`src/rtl/mem_port_arbiter_if.sv`:
```
// Bus bundle between the pipeline requesters, the memory arbiter and the unified RAM.
// slave is the arbiter's view; master is the requester/memory environment.
interface mem_port_arbiter_if #(
  parameter int ADDR_W = 32,
  parameter int DATA_W = 32
);
  logic              if_req;
  logic [ADDR_W-1:0] if_addr;
  logic [DATA_W-1:0] if_rdata;
  logic              if_ready;

  logic              mem_rd_en;
  logic              mem_wr_en;
  logic [ADDR_W-1:0] mem_addr;
  logic [DATA_W-1:0] mem_wdata;
  logic [DATA_W-1:0] mem_rdata;
  logic              mem_ready;

  logic              ram_en;
  logic              ram_we;
  logic [ADDR_W-1:0] ram_addr;
  logic [DATA_W-1:0] ram_wdata;
  logic [DATA_W-1:0] ram_rdata;
  logic              ram_valid;

  logic              err;

  modport slave (
    input  if_req, if_addr, mem_rd_en, mem_wr_en, mem_addr, mem_wdata,
           ram_rdata, ram_valid,
    output if_rdata, if_ready, mem_rdata, mem_ready,
           ram_en, ram_we, ram_addr, ram_wdata, err
  );

  modport master (
    output if_req, if_addr, mem_rd_en, mem_wr_en, mem_addr, mem_wdata,
           ram_rdata, ram_valid,
    input  if_rdata, if_ready, mem_rdata, mem_ready,
           ram_en, ram_we, ram_addr, ram_wdata, err
  );
endinterface

```
`src/rtl/mem_port_arbiter.sv`:
```
// Arbitrates a single-ported unified memory between instruction fetch and the MEM stage,
// with a data-streak starvation guard and a completion timeout.
//
// state | meaning
// IDLE  | sample requests, pick and latch a winner
// ISSUE | ram_en strobe for one cycle
// WAIT  | wait for ram_valid or timeout
// RESP  | owner's ready pulse (err on timeout)
module mem_port_arbiter #(
  parameter int ADDR_W          = 32,
  parameter int DATA_W          = 32,
  parameter int MAX_DATA_STREAK = 4,
  parameter int TIMEOUT         = 255
) (
  input  logic               clk,
  input  logic               rst,
  mem_port_arbiter_if.slave  bus
);
  localparam int SW = $clog2(MAX_DATA_STREAK + 1);
  localparam int WW = $clog2(TIMEOUT + 1);

  typedef enum logic [1:0] {IDLE, ISSUE, WAIT, RESP} state_t;

  state_t        state;
  logic          owner_data;
  logic [SW-1:0] streak;
  logic [WW-1:0] wait_left;
  logic          data_req;
  logic          if_win;

  assign data_req = bus.mem_rd_en | bus.mem_wr_en;
  assign if_win   = bus.if_req & (~data_req | (streak == SW'(MAX_DATA_STREAK)));

  always_ff @(posedge clk or negedge rst) begin
    if (!rst) begin
      state         <= IDLE;
      owner_data    <= 1'b0;
      streak        <= '0;
      wait_left     <= '0;
      bus.ram_en    <= 1'b0;
      bus.ram_we    <= 1'b0;
      bus.ram_addr  <= {ADDR_W{1'b0}};
      bus.ram_wdata <= {DATA_W{1'b0}};
      bus.if_rdata  <= {DATA_W{1'b0}};
      bus.mem_rdata <= {DATA_W{1'b0}};
      bus.if_ready  <= 1'b0;
      bus.mem_ready <= 1'b0;
      bus.err       <= 1'b0;
    end else begin
      bus.ram_en    <= 1'b0;
      bus.if_ready  <= 1'b0;
      bus.mem_ready <= 1'b0;
      bus.err       <= 1'b0;
      case (state)
        IDLE: begin
          if (if_win) begin
            owner_data    <= 1'b0;
            bus.ram_we    <= 1'b0;
            bus.ram_addr  <= bus.if_addr;
            bus.ram_wdata <= '0;
            bus.ram_en    <= 1'b1;
            streak        <= '0;
            state         <= ISSUE;
          end else if (data_req) begin
            owner_data    <= 1'b1;
            bus.ram_we    <= bus.mem_wr_en;
            bus.ram_addr  <= bus.mem_addr;
            bus.ram_wdata <= bus.mem_wdata;
            bus.ram_en    <= 1'b1;
            // streak only grows while a fetch is actually being held off
            if (!bus.if_req)
              streak <= '0;
            else if (streak != SW'(MAX_DATA_STREAK))
              streak <= streak + 1'b1;
            state <= ISSUE;
          end
        end
        ISSUE: begin
          wait_left <= WW'(TIMEOUT);
          state     <= WAIT;
        end
        WAIT: begin
          if (bus.ram_valid || (wait_left == '0)) begin
            if (owner_data) begin
              if (!bus.ram_we)
                bus.mem_rdata <= bus.ram_valid ? bus.ram_rdata : '0;
              bus.mem_ready <= 1'b1;
            end else begin
              bus.if_rdata <= bus.ram_valid ? bus.ram_rdata : '0;
              bus.if_ready <= 1'b1;
            end
            bus.err <= ~bus.ram_valid;
            state   <= RESP;
          end else begin
            wait_left <= wait_left - 1'b1;
          end
        end
        RESP:    state <= IDLE;
        default: state <= IDLE;
      endcase
    end
  end
endmodule

```
`src/flat_wrapper.sv`:
```
// flat-port wrapper written by rule: the top's interface ports become plain ports
module mem_port_arbiter_flat 
#(
  parameter int ADDR_W          = 32,
  parameter int DATA_W          = 32,
  parameter int MAX_DATA_STREAK = 4,
  parameter int TIMEOUT         = 255
)
  (clk, rst, bus_if_req, bus_if_addr, bus_mem_rd_en, bus_mem_wr_en, bus_mem_addr, bus_mem_wdata, bus_ram_rdata, bus_ram_valid, bus_if_rdata, bus_if_ready, bus_mem_rdata, bus_mem_ready, bus_ram_en, bus_ram_we, bus_ram_addr, bus_ram_wdata, bus_err);
  mem_port_arbiter_if #(.ADDR_W(ADDR_W), .DATA_W(DATA_W)) bus_i ();
  input  logic clk;
  input  logic rst;
  input wire logic [$bits(bus_i.if_req)-1:0] bus_if_req;
  input wire logic [$bits(bus_i.if_addr)-1:0] bus_if_addr;
  input wire logic [$bits(bus_i.mem_rd_en)-1:0] bus_mem_rd_en;
  input wire logic [$bits(bus_i.mem_wr_en)-1:0] bus_mem_wr_en;
  input wire logic [$bits(bus_i.mem_addr)-1:0] bus_mem_addr;
  input wire logic [$bits(bus_i.mem_wdata)-1:0] bus_mem_wdata;
  input wire logic [$bits(bus_i.ram_rdata)-1:0] bus_ram_rdata;
  input wire logic [$bits(bus_i.ram_valid)-1:0] bus_ram_valid;
  output wire logic [$bits(bus_i.if_rdata)-1:0] bus_if_rdata;
  output wire logic [$bits(bus_i.if_ready)-1:0] bus_if_ready;
  output wire logic [$bits(bus_i.mem_rdata)-1:0] bus_mem_rdata;
  output wire logic [$bits(bus_i.mem_ready)-1:0] bus_mem_ready;
  output wire logic [$bits(bus_i.ram_en)-1:0] bus_ram_en;
  output wire logic [$bits(bus_i.ram_we)-1:0] bus_ram_we;
  output wire logic [$bits(bus_i.ram_addr)-1:0] bus_ram_addr;
  output wire logic [$bits(bus_i.ram_wdata)-1:0] bus_ram_wdata;
  output wire logic [$bits(bus_i.err)-1:0] bus_err;
  assign bus_i.if_req = bus_if_req;
  assign bus_i.if_addr = bus_if_addr;
  assign bus_i.mem_rd_en = bus_mem_rd_en;
  assign bus_i.mem_wr_en = bus_mem_wr_en;
  assign bus_i.mem_addr = bus_mem_addr;
  assign bus_i.mem_wdata = bus_mem_wdata;
  assign bus_i.ram_rdata = bus_ram_rdata;
  assign bus_i.ram_valid = bus_ram_valid;
  assign bus_if_rdata = bus_i.if_rdata;
  assign bus_if_ready = bus_i.if_ready;
  assign bus_mem_rdata = bus_i.mem_rdata;
  assign bus_mem_ready = bus_i.mem_ready;
  assign bus_ram_en = bus_i.ram_en;
  assign bus_ram_we = bus_i.ram_we;
  assign bus_ram_addr = bus_i.ram_addr;
  assign bus_ram_wdata = bus_i.ram_wdata;
  assign bus_err = bus_i.err;
  mem_port_arbiter #(.ADDR_W(ADDR_W), .DATA_W(DATA_W), .MAX_DATA_STREAK(MAX_DATA_STREAK), .TIMEOUT(TIMEOUT)) u_core (.clk(clk), .rst(rst), .bus(bus_i));
endmodule
```
`config.mk`:
```
export PLATFORM = sky130hd
export DESIGN_NAME = mem_port_arbiter_flat
export DESIGN_NICKNAME = d
export VERILOG_FILES = /design/src/rtl/mem_port_arbiter_if.sv /design/src/rtl/mem_port_arbiter.sv /design/src/flat_wrapper.sv
export SDC_FILE = /design/constraint.sdc
export NUM_CORES = 1
export LEC_CHECK = 0
export ABC_AREA = 1
export ABC_CLOCK_PERIOD_IN_PS = 1950
export CORE_UTILIZATION = 30
export CTS_CLUSTER_SIZE = 10
export DETAILED_ROUTE_END_ITERATION = 16
export MAX_ROUTING_LAYER = met4
export PLACE_DENSITY = 0.63
export SYNTH_ARGS = -nofsm -noshare
export SYNTH_HDL_FRONTEND = slang
export SYNTH_SLANG_ARGS = --single-unit
```
`constraint.sdc`:
```
create_clock -name clk -period 1.95 [get_ports clk]
set_input_delay 0.39 -clock clk [delete_from_list [all_inputs] [get_ports clk]]
set_output_delay 0.39 -clock clk [all_outputs]
set_load 0.02 [all_outputs]
```
==> results.toml <==
[clock_network]
cts_max_level = 4
cts_tree = "yes"
clkLatencyLatePin_ns = 0.42
root_buffer = "clkbuf_16"
postCtsSetupBuffers = 0
cts.sinks = 147
clk_pin_slew_worst_paths_ns = 0.06
cts_inserted_buffers = 17
cts_buffer_depth = 2

[global_route]
overflow = 0
grtUsageTotal = 0.177
grt_pass1_wl_mm = 29.3
grt_antenna_before_repair = 0
grt_max_degree = 65
grt_pass1_vias = 5703

[floorplanning]
dieArea_sq_um = 21700
dieHeight_um = 147
start_util = 0.310
fp.dieW_um = 147
rows = 52
ios = 267
core_sq_um = 20500

[power]
ir_worst_vdd_mv = 0.726
power_density_nw_per_um2 = 1620
power.total_mw = 16.2
p_leak_nw = 4.39

[sta]
min_period_ns = 1.85
setup_tns_ns = 0
hold_viol_final = 0
rsz0062_at_grt = "false"
slew_violations = 0
setup_viol = 0
finClkSkew_ns = 0.0125
max_freq_mhz = 540
worst_pin_slew_ns = 0.422
min_period_over_period = 0.950
max_slew_margin = 0.719

[logic_synthesis]
synthFlopType = "dfrtp_1"
yosysSeqAreaShare = 0.580
synth_cell_types = 25
ys_top_cells_by_count = "166 x nand2_1, 147 x dfrtp_1, 85 x nand3_1, 51 x inv_1, 48 x o21ai_1"
yosys.area.top_type = "dfrtp_1"
synth-async-reset-ratio = 1.00
yosys.area.top_type_share = 0.580
ys_ff_latch = 147
synth_area_leaders = "dfrtp_1 58%, nand2_1 9.8%, nand3_1 6.7%, o21ai_1 3.8%, o21ai_2 3.2%"
yosys_warnings = 0
synth_edf_count = 0
synth.most_common_cell = "nand2_1"
synth_area_sq_um = 6350
syn_avg_cell_area_sq_um = 9.10
netlist_instances = 697
synth_fp_nets = 838

[setup_path]
cp.required_ns = 1.56
startpoint_type = "flip-flop"
cp_cell_sequence = "clkdlybuf4s50_1"
critPathMaxStageDelay_ns = 0.64
worst_setup_path_end_kind = "output port"
critical_path_class = "flip-flop to output port"
path_delay_family = "buffers and inverters"
r2r_end = "u_core.wait_left[7]"
regToRegSetupSlack_ns = 0.23
crit_path_top_delay_cell = "clkdlybuf4s50_1"
worstPathMaxFanout = 2
rr_worst_depth = 7
critical_path.n_buffers_inverters = 1
crit_cells = 1
cp.arrival_ns = 1.46
timing.rr.start = "u_core.state[0]"

[route]
ant_nets = 0
route.vias.total = 5745
viasPerCell = 4.64
drc = 0
drtPass1Iterations = 5
wire_per_inst_um = 14.6
drtIter0Drc = 191
finalWirelength_mm = 18.1

[run_status]
status = "complete, no violations"

[cells_and_area]
nNetsFinal = 1097
syn_to_final_growth_pct = 58.1
drive_gt1_frac = 0.0877
antenna_cells = 0

[place]
globalplace.congestion = 0.791
port_buffers = 266
dp_hpwl_mm = 13.1

[worst_hold_path]
hp-class = "input pin to asynchronous set/reset pin"

[flow_run]
maxCapViolations = 0
final cells by class:
class,instances,area (sq um)
Tap cell,270,338
Timing Repair Buffer,288,2980
Inverter,51,191
Clock inverter,13,173
Sequential cell,147,3680
Fill cell,1977,10500
Multi-Input combinational cell,451,2230
Clock buffer,19,433
report_power, final:
part,switching (mW),internal [mW],leakage (nW)
logic,4.08,3.50,2.28
clock network,1.36,2.04,0.282
registers,0.824,4.43,1.83
worst max-delay path by stage:
stage                                 from                       end  slack (ns)
global placement                bus_if_req    u_core.bus.ram_addr[7]        0.13
floorplan                  u_core.state[0]  u_core.bus.mem_rdata[10]        0.39
global route        u_core.bus.ram_addr[6]           bus_ram_addr[6]        0.06
finish              u_core.bus.ram_addr[6]           bus_ram_addr[6]         0.1
CTS                      u_core.bus.ram_we                bus_ram_we       0.004
detailed placement              bus_if_req    u_core.bus.ram_addr[8]        0.07
kinds of logic after synthesis:
| logic type | share of synthesized area |
|---|---|
| XOR/XNOR | 0.00138 |
| flip-flops | 0.580 |
| AO/OA/AOI/OAI | 0.133 |
| buffers and inverters | 0.0710 |
| adder cells (fa/ha/maj) | 0.0138 |
| AND/OR/NAND/NOR | 0.201 |
metal layers:
| metal | vias up | wire length [um] | track usage |
|---|---|---|---|
| li1 | 2819 | - | - |
| met1 | 2657 | 8230 | 0.225 |
| met2 | 250 | 8060 | 0.271 |
| met3 | 19 | 1500 | 0.0519 |
| met4 | 0 | 260 | 0.0552 |
| met5 | - | 0 | - |
state kept, by name, indices dropped and copies added, names as in the netlist:
name                  flops
u_core.bus.if_ready       1
u_core.bus.ram_addr      32
u_core.wait_left          8
u_core.bus.mem_rdata     32
u_core.bus.err            1
u_core.bus.ram_wdata     32
u_core.owner_data         1
u_core.bus.ram_we         1
u_core.bus.if_rdata      32
u_core.streak             3
u_core.bus.mem_ready      1
u_core.bus.ram_en         1
u_core.state              2
cell usage in the layout (no fill, tap or decap), types with 2 or more instances in the layout:
| cell | count |
|---|---|
| a31oi_1 | 32 |
| buf_12 | 12 |
| buf_4 | 9 |
| bufinv_16 | 3 |
| clkbuf_1 | 2 |
| clkbuf_16 | 17 |
| clkdlybuf4s50_1 | 264 |
| clkinvlp_4 | 4 |
| dfrtp_1 | 147 |
| ha_1 | 7 |
| inv_1 | 51 |
| inv_6 | 6 |
| nand2_1 | 165 |
| nand2_2 | 3 |
| nand3_1 | 85 |
| nand3_2 | 2 |
| nand4_1 | 3 |
| nor2_1 | 43 |
| o21ai_0 | 30 |
| o21ai_1 | 47 |
| o21ai_2 | 24 |
| o22ai_1 | 3 |
metrics by stage:
| stage | setup WS, ns | util | cells | hold slack [ns] | cell area [sq um] |
|---|---|---|---|---|---|
| after CTS | 0.00423 | 0.489 | 1239 | 0.458 | 10000 |
| after floorplan | 0.389 | - | 697 | 0.0944 | 6350 |
| after detailed placement | 0.0722 | 0.459 | 1206 | 0.336 | 9410 |
| after global routing | 0.0560 | 0.489 | 1239 | 0.484 | 10000 |
| after global placement | 0.133 | 0.459 | 1206 | 0.332 | 9410 |
| final | 0.0966 | 0.489 | 1239 | 0.460 | 10000 |
repair_timing:
item	in CTS	in global routing
gates resized for setup	0	1
endpoints found under the setup margin	0	1
hold buffers	1	0
endpoints found under the hold margin	37	0
No activity file was read; power rests on OpenSTA's default activity.
